===== config.mk =====
export PLATFORM = sky130hd
export DESIGN_NAME = if_fetch_ctrl
export DESIGN_NICKNAME = d
export VERILOG_FILES = /design/src/rtl/mips_defs.sv /design/src/rtl/fetch_redirect_mux.sv /design/src/rtl/if_fetch_ctrl.sv
export SDC_FILE = /design/constraint.sdc
export NUM_CORES = 1
export LEC_CHECK = 0
export CORE_UTILIZATION = 40
export CTS_CLUSTER_SIZE = 20
export DETAILED_ROUTE_END_ITERATION = 10
export PLACE_DENSITY = 0.76
export SYNTH_ARGS = -nofsm -noshare
export SYNTH_HDL_FRONTEND = slang
export SYNTH_SLANG_ARGS = --single-unit

===== constraint.sdc =====
create_clock -name CLK -period 5.15 [get_ports CLK]
set_input_delay 1.03 -clock CLK [delete_from_list [all_inputs] [get_ports CLK]]
set_output_delay 1.03 -clock CLK [all_outputs]
set_load 0.03 [all_outputs]

===== src/rtl/mips_defs.sv =====
// Shared fetch-path constants, FSM encoding and the fetch-address legality check.
package mips_defs;

  localparam logic [31:0] RESET_PC = 32'h0000_3000;
  localparam logic [31:0] EXC_VEC  = 32'h0000_4180;
  localparam logic [31:0] PC_LO    = 32'h0000_3000;
  localparam logic [31:0] PC_HI    = 32'h0000_6ffc;

  typedef enum logic [1:0] {
    S_REQ  = 2'd0,
    S_WAIT = 2'd1,
    S_FULL = 2'd2
  } fetch_state_e;

  // Misaligned or outside the instruction window raises AdEL instead of a fetch.
  function automatic logic pc_illegal(input logic [31:0] pc);
    return (|pc[1:0]) | (pc < PC_LO) | (pc > PC_HI);
  endfunction

endpackage


===== src/rtl/fetch_redirect_mux.sv =====
// Fixed-priority selection of the fetch redirect target: eret > exception > branch.
module fetch_redirect_mux
  import mips_defs::*;
(
  input  logic        eret,
  input  logic [31:0] epc,
  input  logic        exc_req,
  input  logic        br_taken,
  input  logic [31:0] br_target,
  output logic        redir,
  output logic [31:0] tgt
);

  // Priority select of the redirect target
  always_comb begin
    redir = eret | exc_req | br_taken;
    if (eret) begin
      tgt = epc;
    end else if (exc_req) begin
      tgt = EXC_VEC;
    end else begin
      tgt = br_target;
    end
  end

endmodule


===== src/rtl/if_fetch_ctrl.sv =====
// IF-stage fetch sequencer: owns the fetch PC, issues one request at a time and holds
// the returned instruction for ID, dropping responses made stale by a redirect.
module if_fetch_ctrl
  import mips_defs::*;
(
  input  logic        CLK,
  input  logic        Reset,
  input  logic        eret,
  input  logic [31:0] epc,
  input  logic        exc_req,
  input  logic        br_taken,
  input  logic [31:0] br_target,
  output logic        im_req,
  output logic [31:0] im_addr,
  input  logic        im_gnt,
  input  logic        im_rvalid,
  input  logic [31:0] im_rdata,
  output logic        if_valid,
  input  logic        if_ready,
  output logic [31:0] if_pc,
  output logic [31:0] if_instr,
  output logic        if_adel
);

  fetch_state_e state_q;
  logic [31:0]  pc_q;
  logic         drop_q;
  logic         redir_s;
  logic [31:0]  tgt_s;
  logic         bad_s;

  fetch_redirect_mux u_redirect_mux (
    .eret      (eret),
    .epc       (epc),
    .exc_req   (exc_req),
    .br_taken  (br_taken),
    .br_target (br_target),
    .redir     (redir_s),
    .tgt       (tgt_s)
  );

  assign bad_s   = pc_illegal(pc_q);
  assign im_req  = (state_q == S_REQ) && !bad_s;
  assign im_addr = pc_q;

  // Fetch FSM with PC, stale-response flag and the ID holding register
  always_ff @(posedge CLK) begin
    if (Reset) begin
      state_q  <= S_REQ;
      pc_q     <= RESET_PC;
      drop_q   <= 1'b0;
      if_valid <= 1'b0;
      if_pc    <= RESET_PC;
      if_instr <= 32'h0000_0000;
      if_adel  <= 1'b0;
    end else begin
      case (state_q)
        S_REQ: begin
          if (!bad_s) begin
            if (im_gnt) begin
              // A redirect arriving with the grant makes this request stale at once.
              state_q <= S_WAIT;
              drop_q  <= redir_s;
              if (redir_s) begin
                pc_q <= tgt_s;
              end else begin
                pc_q <= pc_q;
              end
            end else if (redir_s) begin
              pc_q <= tgt_s;
            end else begin
              pc_q <= pc_q;
            end
          end else if (redir_s) begin
            pc_q <= tgt_s;
          end else begin
            state_q  <= S_FULL;
            if_valid <= 1'b1;
            if_adel  <= 1'b1;
            if_instr <= 32'h0000_0000;
            if_pc    <= pc_q;
          end
        end
        S_WAIT: begin
          if (redir_s) begin
            pc_q <= tgt_s;
            if (im_rvalid) begin
              drop_q  <= 1'b0;
              state_q <= S_REQ;
            end else begin
              drop_q <= 1'b1;
            end
          end else if (im_rvalid) begin
            if (drop_q) begin
              drop_q  <= 1'b0;
              state_q <= S_REQ;
            end else begin
              state_q  <= S_FULL;
              if_valid <= 1'b1;
              if_instr <= im_rdata;
              if_pc    <= pc_q;
              if_adel  <= 1'b0;
              pc_q     <= pc_q + 32'd4;
            end
          end else begin
            state_q <= S_WAIT;
          end
        end
        S_FULL: begin
          if (redir_s) begin
            if_valid <= 1'b0;
            pc_q     <= tgt_s;
            state_q  <= S_REQ;
          end else if (if_ready) begin
            if_valid <= 1'b0;
            state_q  <= S_REQ;
          end else begin
            state_q <= S_FULL;
          end
        end
        default: begin
          state_q  <= S_REQ;
          drop_q   <= 1'b0;
          if_valid <= 1'b0;
        end
      endcase
    end
  end

endmodule


==> impl_metrics.json <==
{
  "num_rows": 40,
  "finalNetCount": 843,
  "syn-num-nets": 669,
  "fin_util_pct": 60.5,
  "grt_usage_pct": 25.4,
  "critPathLaunchType": "flip-flop",
  "reg2reg_depth": 6,
  "multiInputGateArea_mm2": 0.00262,
  "p_per_area_mw_per_mm2": 253,
  "drv_cap": 0,
  "dieArea_mm2": 0.0127,
  "antenna_found_initial": 0,
  "drtIter0Drc": 466,
  "port-buffer-count": 202,
  "relSlewSlack_pct": 30.2,
  "period_share_pct": 71.4,
  "synthAdderAreaFrac_pct": 0.255,
  "clock_latency_ps": 350,
  "combinationalPowerShare_pct": 17.6,
  "grt_pass1_wl_mm": 25.4,
  "ys_types": 70,
  "cts_hold_buf": 0,
  "fin_area_mm2": 0.00724,
  "fill_cells": 1051,
  "dr.pass1.iters": 5,
  "grt_overflow": 0,
  "ios": 203,
  "n_antenna_cell": 0,
  "fin_skew_ps": 6.65,
  "viasPerCell": 5.78,
  "switching_share_pct": 28.3,
  "grt_max_degree": 90,
  "yosysMostFrequentCell": "dfxtp_1",
  "grt_pass1_vias": 4821,
  "yosys.area_share.xor_xnor_pct": 0,
  "synth-edff-count": 0,
  "tritoncts": "built",
  "r2r_end": "if_pc[17]",
  "dpl.hpwl_mm": 11.6,
  "cp.arrival_ps": 2650,
  "critPathKind": "reg2out",
  "period_needed_ps": 3680,
  "ctsHtreeMaxLevel": 3,
  "syn2layout_area_growth_pct": 47.5,
  "yosysWarnings": 0,
  "p_leak_nw": 2.78,
  "rsz0062_at_grt": "no",
  "avgSynthCellArea_um2": 8.70,
  "irDropWorstVdd_uv": 157,
  "yosysTopAreaCellShare_pct": 41.2,
  "start_util_pct": 41.0,
  "syn_inst": 564,
  "reg2reg_slack_ps": 1870,
  "finalSetupTns_ps": 0,
  "fmax_mhz": 272,
  "clock_path_buffers": 2,
  "required_ps": 4120,
  "die_w_um": 113,
  "hold_path_end": "if_valid",
  "synthTopCellsByArea": "dfxtp_1 41%, a22oi_1 8.0%, mux2i_1 6.7%",
  "ys_seq_elements": 101,
  "slew_violations": 0,
  "yosysSeqAreaShare_pct": 41.2,
  "wl_per_cell_um": 18.1,
  "synth.largest_area_cell": "dfxtp_1",
  "cp-end-kind": "output port",
  "status": "finished clean",
  "numCtsBuffers": 9,
  "place_congestion": 0.887,
  "whs_ps": 463,
  "drive_above_1_share_pct": 6.59,
  "vias": 5145,
  "async_flop_share_pct": 0,
  "power_frac_seq_pct": 46.5,
  "ys.flop_type": "dfxtp_1",
  "remaining_drc_errors": 0,
  "ys_top_cells_by_count": "101 x dfxtp_1, 85 x nor2_1, 52 x a22oi_1, 34 x nand2_1",
  "core_area_mm2": 0.0120,
  "worst_slew_pin_slew_ps": 1050,
  "clkTransAtPathRegs_ps": 70,
  "cts_root_buf": "clkbuf_16",
  "whs_path_depth": 2,
  "min-delay-start": "if_valid",
  "synth-compound-area-share_pct": 25.6,
  "cts_resized": 0,
  "cts_setup_buffers": 0,
  "p_switching_mw": 0.518,
  "setup_violations": 0,
  "hp-class": "reg2reg",
  "fp.dieH_um": 113,
  "place_area_mm2": 0.00695,
  "synth_simple_gate_area_share_pct": 19.9,
  "netlist_area_mm2": 0.00491,
  "synth_mux_area_share_pct": 7.19,
  "synth_top_family_by_area": "compound AO/OA/AOI/OAI gates",
  "cts_sinks": 101,
  "p_clk_share_pct": 35.9,
  "final-hold-violation-count": 0,
  "reg2reg_from": "im_addr[25]",
  "critPathMaxFanout": 7,
  "postRouteAntennaNets": 0,
  "seqCellArea_mm2": 0.00202,
  "p_int_mw": 1.31,
  "wirelength_mm": 16.1
}
## worst max path at each step
stage / startpoint / to / depth (start not counted)
floorplan: im_addr[21] / im_req / 4
global placement: eret / im_addr[18] / 6
detailed placement: eret / if_instr[20] / 7
CTS: im_addr[25] / im_req / 4
global route: im_addr[25] / im_req / 4
finish: im_addr[25] / im_req / 4
## critical path, stage by stage (launching register included)
cell and delay, ps:
dfxtp_1 390, nor4_1 510, nand4_1 410, nor3_1 280, clkdlybuf4s50_1 700
## logic make-up after synthesis
family	count (synthesis)
AO/OA/AOI/OAI	177
adder cells (fa/ha/maj)	1
buffers and inverters	58
flip-flops	101
multiplexers	35
AND/OR/NAND/NOR	192
## through the flow
step | worst slack [ps] | total power [mW] | instances
2_1_floorplan | 2350 | 1.02 | 564
3_3_place_gp | 1400 | 1.18 | 874
3_5_place_dp | 1360 | 1.19 | 874
4_1_cts | 1560 | 1.84 | 890
5_1_grt | 1440 | 1.91 | 890
6_report | 1470 | 1.83 | 890
## cells in the final DEF (no fill, tap or decap), types with 3 or more instances in the layout
master             n
dfxtp_1          101
inv_1              8
a31oi_1            8
nor3_1            13
o21a_1             4
nand2_1           34
and3_1             3
o22ai_1            3
clkdlybuf4s50_1  201
o211ai_1           4
a211oi_1           9
a221oi_1           5
nor4_1             5
nand4_1           14
nor2_1            84
a221o_1            5
nand3_1            9
buf_4             11
o31ai_1            4
clkbuf_16          9
a22oi_1           52
or3_1              4
a22o_1             4
o221a_2            3
a21oi_1           33
o21ai_0           19
and2_1             3
mux2i_1           33
## metal layers
metal,GRT usage [%],wire length (um),vias to the layer above,part of all wire [%]
met4,9.16,281,0,1.7
li1,-,-,2460,-
met1,32.5,6750,2421,42
met5,0,0,-,0
met2,41.4,7670,239,48
met3,6.48,1370,25,8.5
## cell type report
type	count	area share, %
multi-input cells	405	36.1
repair buffers	213	29.0
flip-flops and latches	101	27.9
clock buffers	10	3.30
well taps	147	2.54
clock inverters	6	0.640
inverters	8	0.415
## power by group through the flow
stage | logic (mW) | registers, mW | clock network, mW
after floorplan | 0.125 | 0.897 | 0
after global placement | 0.316 | 0.869 | 0
after detailed placement | 0.321 | 0.870 | 0
after CTS | 0.322 | 0.851 | 0.672
after global routing | 0.343 | 0.856 | 0.706
final | 0.322 | 0.852 | 0.657
## sequential cells by signal, indices dropped and copies added, names as in the netlist
register / cells
drop_q: 1
state_q: 2
if_instr: 32
if_pc: 32
if_valid: 1
im_addr: 32
if_adel: 1
Power figures use the tool's default switching activity.
==> patch 1, RTL diff (config.mk and constraints unchanged) <==
Re-encode `fetch_state_e` (3 states) as one-hot, 3 bits wide.
--- a/src/rtl/mips_defs.sv
+++ b/src/rtl/mips_defs.sv
@@ -6,10 +6,10 @@
   localparam logic [31:0] PC_LO    = 32'h0000_3000;
   localparam logic [31:0] PC_HI    = 32'h0000_6ffc;
 
-  typedef enum logic [1:0] {
-    S_REQ  = 2'd0,
-    S_WAIT = 2'd1,
-    S_FULL = 2'd2
+  typedef enum logic [2:0] {
+    S_REQ  = 3'b001,
+    S_WAIT = 3'b010,
+    S_FULL = 3'b100
   } fetch_state_e;
 
   // Misaligned or outside the instruction window raises AdEL instead of a fetch.
Formal check against the unedited RTL: no difference found for any inputs over 4 cycles, from zero or initial values and one cycle with Reset high; so few cycles prove little.
==> patch 1 against the unedited design <==
Synthesized area increased by 1.9%; critical path type is now input pin to flip-flop; sequential cell count rose by 1; count of clock-buffer cells in the layout fell by 1; sequential share of layout area is essentially flat; wire length rose by 4.3%; final cell count rose by 2.4%; final area is 0.90% higher; non-clock buffer count is 3 lower; via count increased by 1.6%; power increased by 3.3%; utilization decreased by 0.21 points; worst setup slack worse by 0.038 ns.
==> patch 1: results (changes against the unedited design) <==
Logic synthesis
  – Complex-gate fraction of the synthesized area: 0.263 (was 0.256)
  – Number of distinct library cells after synthesis: 67 (was 70)
  – Cell types occupying the most area after synthesis: dfxtp_1 (41%), a22o_1 (6.8%), mux2i_1 (6.4%), nand2_1 (5.8%), a21oi_1 (3.1%) (was dfxtp_1 (41%), a22oi_1 (8.0%), mux2i_1 (6.7%), nor2_1 (6.5%), a21oi_1 (3.4%))
  – Adder-cell share of the synthesized area: 0.00250 (was 0.00255)
  – Xor/xnor share of the synthesized area: 0.00350 (was 0)
  – Sequential cell area fraction in the yosys report: 0.408 (was 0.412)
  – Net count after synthesis: 676 (was 669)
  – Most instantiated cells after synthesis: dfxtp_1 (102), nand2_1 (77), a22o_1 (39) (was dfxtp_1 (101), nor2_1 (85), a22oi_1 (52))
  – Mux cell area share after synthesis: 0.0663 (was 0.0719)

Clocking
  – Clock tree root driver cell: clkbuf_16 (unchanged)

Global route
  – Number of global-route vias before repair: 5012 (was 4821)
  – Global-route usage over all layers: 0.258 (was 0.254)
  – Pin count of the biggest net entering global routing: 41 (was 90)
  – Wire length of the first global-routing pass: 26200 um (was 25400 um)

Route
  – Met2 Routed Length: 8190 um (was 7670 um)
  – Total iterations of the first detailed-routing run: 5 (unchanged)
  – Iteration-0 DRC Markers: 404 (was 466)
  – Vias per Instance: 5.74 (was 5.78)
  – Metal3 WL: 1030 um (was 1370 um)
  – WL per Instance: 18.4 um (was 18.1 um)
  – Top routing layer in use: met4 (unchanged)
  – Post-Route M1 WL: 7250 um (was 6750 um)

Setup path
  – Largest stage delay, worst path: 1.00 ns (was 0.70 ns)
  – Standard cell with the maximum stage delay on the critical path: nor2_2 (was clkdlybuf4s50_1)
  – Endpoint arrival time on the critical path: 4.00 ns (was 2.65 ns)
  – Highest net fanout along the worst path: 34 (was 7)
  – Internal reg-to-reg setup slack: 2.42 ns (was 1.87 ns)

Placed design
  – Instance area after placement: 7020 um^2 (was 6950 um^2)
  – Half-perimeter wire length of the detailed placement result: 12200 um (was 11600 um)
  – Gp weighted congestion: 0.909 (was 0.887)

Timing
  – Worst Skew: 0.00697 ns (was 0.00665 ns)
  – Max transition margin: 0.141 (was 0.302)

Layout
  – Nets: 844 (was 843)
  – Ratio of cells with drive above 1 in the final layout: 0.0592 (was 0.0659)
  – Filler Cells Inserted: 1084 (was 1051)

Pwr
  – Max rail drop VDD: 187 uV (was 157 uV)
  – Leakage power figure: 2.69 nW (was 2.78 nW)

Status
  – Outcome: finished, final reports clean (unchanged)
-- patch 1: cell count changes after synthesis, sizes merged, moves of 7 or more --
cell	delta
nand2	+42
a22oi	-39
a22o	+35
nor2	-54
a211oi	-7
-- patch 1: through the flow --
step,hold slack (ns),worst slack (ns),cells,utilization
detailed placement,0.453,1.15,896,0.580
global placement,0.444,1.20,896,0.580
floorplan,0.484,2.30,571,-
CTS,0.463,1.51,911,0.603
finish,0.462,1.43,911,0.603
global route,0.480,1.24,911,0.603
-- patch 1: final timing paths --
| path | start | end | cells past startpoint |
|---|---|---|---|
| max | eret | if_instr[3]$_SDFFE_PP0P_ | 7 |
| min | if_pc[21]$_SDFFE_PP0P_ | if_pc[21]$_SDFFE_PP0P_ | 2 |
| max reg2reg | im_addr[31]$_SDFFE_PP0P_ | if_instr[3]$_SDFFE_PP0P_ | 5 |
| min reg2reg | if_pc[21]$_SDFFE_PP0P_ | if_pc[21]$_SDFFE_PP0P_ | 2 |
-- patch 1: area by class of cell --
class / count / area share
Timing Repair Buffer: 210 / 0.285
Sequential cell: 102 / 0.280
Multi-Input combinational cell: 411 / 0.366
Tap cell: 168 / 0.0288
Clock inverter: 6 / 0.00737
Inverter: 5 / 0.00257
Clock buffer: 9 / 0.0308
-- patch 1: per-layer routing --
metal  vias to the layer above  global-route usage
li1                       2490                   -
met1                      2495               0.340
met2                       215               0.430
met3                        25              0.0436
met4                         0              0.0840
met5                         -                   0
-- patch 1: kinds of logic after synthesis --
kind of cell / Yosys count
XOR/XNOR: 2
multiplexers: 33
adder cells (fa/ha/maj): 1
AND/OR/NAND/NOR: 198
AO/OA/AOI/OAI: 177
buffers and inverters: 58
flip-flops: 102
-- patch 1: worst reg2reg max path: cells and delay by family, from the launching register on --
kind | cells | cell delay [ns]
compound gates | 2 | 0.64
flops | 1 | 0.40
simple gates | 3 | 1.64
-- patch 1: power by group through the flow --
stage | registers [mW] | logic [mW] | clock network (mW)
after floorplan | 0.922 | 0.150 | 0
after global placement | 0.886 | 0.360 | 0
after detailed placement | 0.887 | 0.365 | 0
after CTS | 0.868 | 0.367 | 0.662
after global routing | 0.876 | 0.389 | 0.704
final | 0.870 | 0.368 | 0.654
==> patch 2, RTL diff (config.mk and constraints unchanged) <==
Without the edit above. Register the input `br_target` before use. The logic sees it one clock later. The other inputs are not delayed to match.
--- a/src/rtl/if_fetch_ctrl.sv
+++ b/src/rtl/if_fetch_ctrl.sv
@@ -22,6 +22,12 @@
   output logic        if_adel
 );
 
+  logic [31:0] br_target_q;
+
+  always_ff @(posedge CLK) begin
+    br_target_q <= br_target;
+  end
+
   fetch_state_e state_q;
   logic [31:0]  pc_q;
   logic         drop_q;
@@ -34,7 +40,7 @@
     .epc       (epc),
     .exc_req   (exc_req),
     .br_taken  (br_taken),
-    .br_target (br_target),
+    .br_target (br_target_q),
     .redir     (redir_s),
     .tgt       (tgt_s)
   );
Check against the original RTL: not equivalent (Yosys sat finds a counterexample within 4 cycles, from zero or initial values and one cycle with Reset high).
==> patch 2 against the unedited design <==
Synthesized area rose by 10%; utilization rose by 0.90 points; hold slack got worse by 0.0046 ns; power rose by 45%; combinational power fell by 4%; worst setup slack got worse by 0.16 ns; critical path depth rose by 1; critical path type unchanged; final cell count rose by 6.5%; final area rose by 12%; sequential cell count rose by 32; wire length rose by 4.1%.
==> patch 2: results (changes against the unedited design) <==
Setup path
  – Largest stage delay, worst path: 0.68 ns (was 0.70 ns)
  – Destination of the worst register-to-register timing path: if_instr[9]$_SDFFE_PP0P_ (was if_pc[17]$_SDFFE_PP0P_)
  – Endpoint arrival time on the critical path: 2.80 ns (was 2.65 ns)
  – First element of the critical path: im_addr[18]$_SDFFE_PP0P_ (was im_addr[25]$_SDFFE_PP0P_)

Layout
  – Num sequential: 133 (was 101)
  – Nets: 865 (was 843)
  – Final cell area excluding filler cells: 8100 um^2 (was 7240 um^2)
  – Count of non-CTS inverters in the layout: 5 (was 8)
  – Filler Cells Inserted: 1111 (was 1051)
  – Clock buffers and inverters, area share: 0.0742 (was 0.0394)
  – Relative area of non-clock buffer cells in the final design: 0.256 (was 0.290)
  – Number of buffers outside the clock class in the layout: 210 (was 213)
  – Multi-input logic area: 2520 um^2 (was 2620 um^2)
  – Layout clock buffers: 22 (was 10)
  – Multi-input gates: 393 (was 405)

Global route
  – Met1 Usage GRT: 0.327 (was 0.325)
  – Wire length of the first global-routing pass: 26400 um (was 25400 um)
  – Number of global-route vias before repair: 5042 (was 4821)
  – Pin count of the biggest net entering global routing: 76 (was 90)

Logic synthesis
  – Complex-gate fraction of the synthesized area: 0.223 (was 0.256)
  – Sequential cell area fraction in the yosys report: 0.492 (was 0.412)
  – Adder-cell share of the synthesized area: 0.00231 (was 0.00255)

Route
  – Metal3 WL: 1360 um (was 1370 um)
  – Vias per Instance: 5.60 (was 5.78)
  – Post-Route M1 WL: 7450 um (was 6750 um)

Pwr
  – Internal power summed over all cells: 2.02 mW (was 1.31 mW)
  – Seq power: 1.12 mW (was 0.852 mW)
  – Sw Pwr: 0.631 mW (was 0.518 mW)
  – Leakage power figure: 3.15 nW (was 2.78 nW)
  – Max rail drop VDD: 220 uV (was 157 uV)

Clocking
  – Maximum level of the CTS H-tree: 4 (was 3)
  – Number of buffers added by the clock tree synthesis step: 17 (was 9)

Status
  – Outcome: finished, final reports clean (unchanged)

Timing
  – Max transition margin: 0.135 (was 0.302)
  – Worst Skew: 0.00815 ns (was 0.00665 ns)

Placed design
  – Instance area after placement: 7500 um^2 (was 6950 um^2)
  – Gp weighted congestion: 0.883 (was 0.887)
  – Half-perimeter wire length of the detailed placement result: 12000 um (was 11600 um)

Floorplanning
  – Number of placement rows: 42 (was 40)
-- patch 2: worst min-delay path by stage --
stage / startpoint / end / depth (start not counted)
floorplan: br_target_q[0]$_DFF_P_ / im_addr[0]$_SDFFE_PP0P_ / 2
global placement: if_adel$_SDFFE_PP0P_ / if_adel$_SDFFE_PP0P_ / 2
detailed placement: if_adel$_SDFFE_PP0P_ / if_adel$_SDFFE_PP0P_ / 2
CTS: if_adel$_SDFFE_PP0P_ / if_adel$_SDFFE_PP0P_ / 2
global route: if_instr[21]$_SDFFE_PP0P_ / if_instr[21]$_SDFFE_PP0P_ / 1
finish: if_adel$_SDFFE_PP0P_ / if_adel$_SDFFE_PP0P_ / 2
-- patch 2: through the flow --
step	cells	setup WS, ns	hold WS, ns
after floorplan	577	2.37	0.498
after global placement	917	1.55	0.450
after detailed placement	917	1.42	0.451
after CTS	948	1.31	0.459
after global routing	948	1.21	0.488
final	948	1.32	0.459
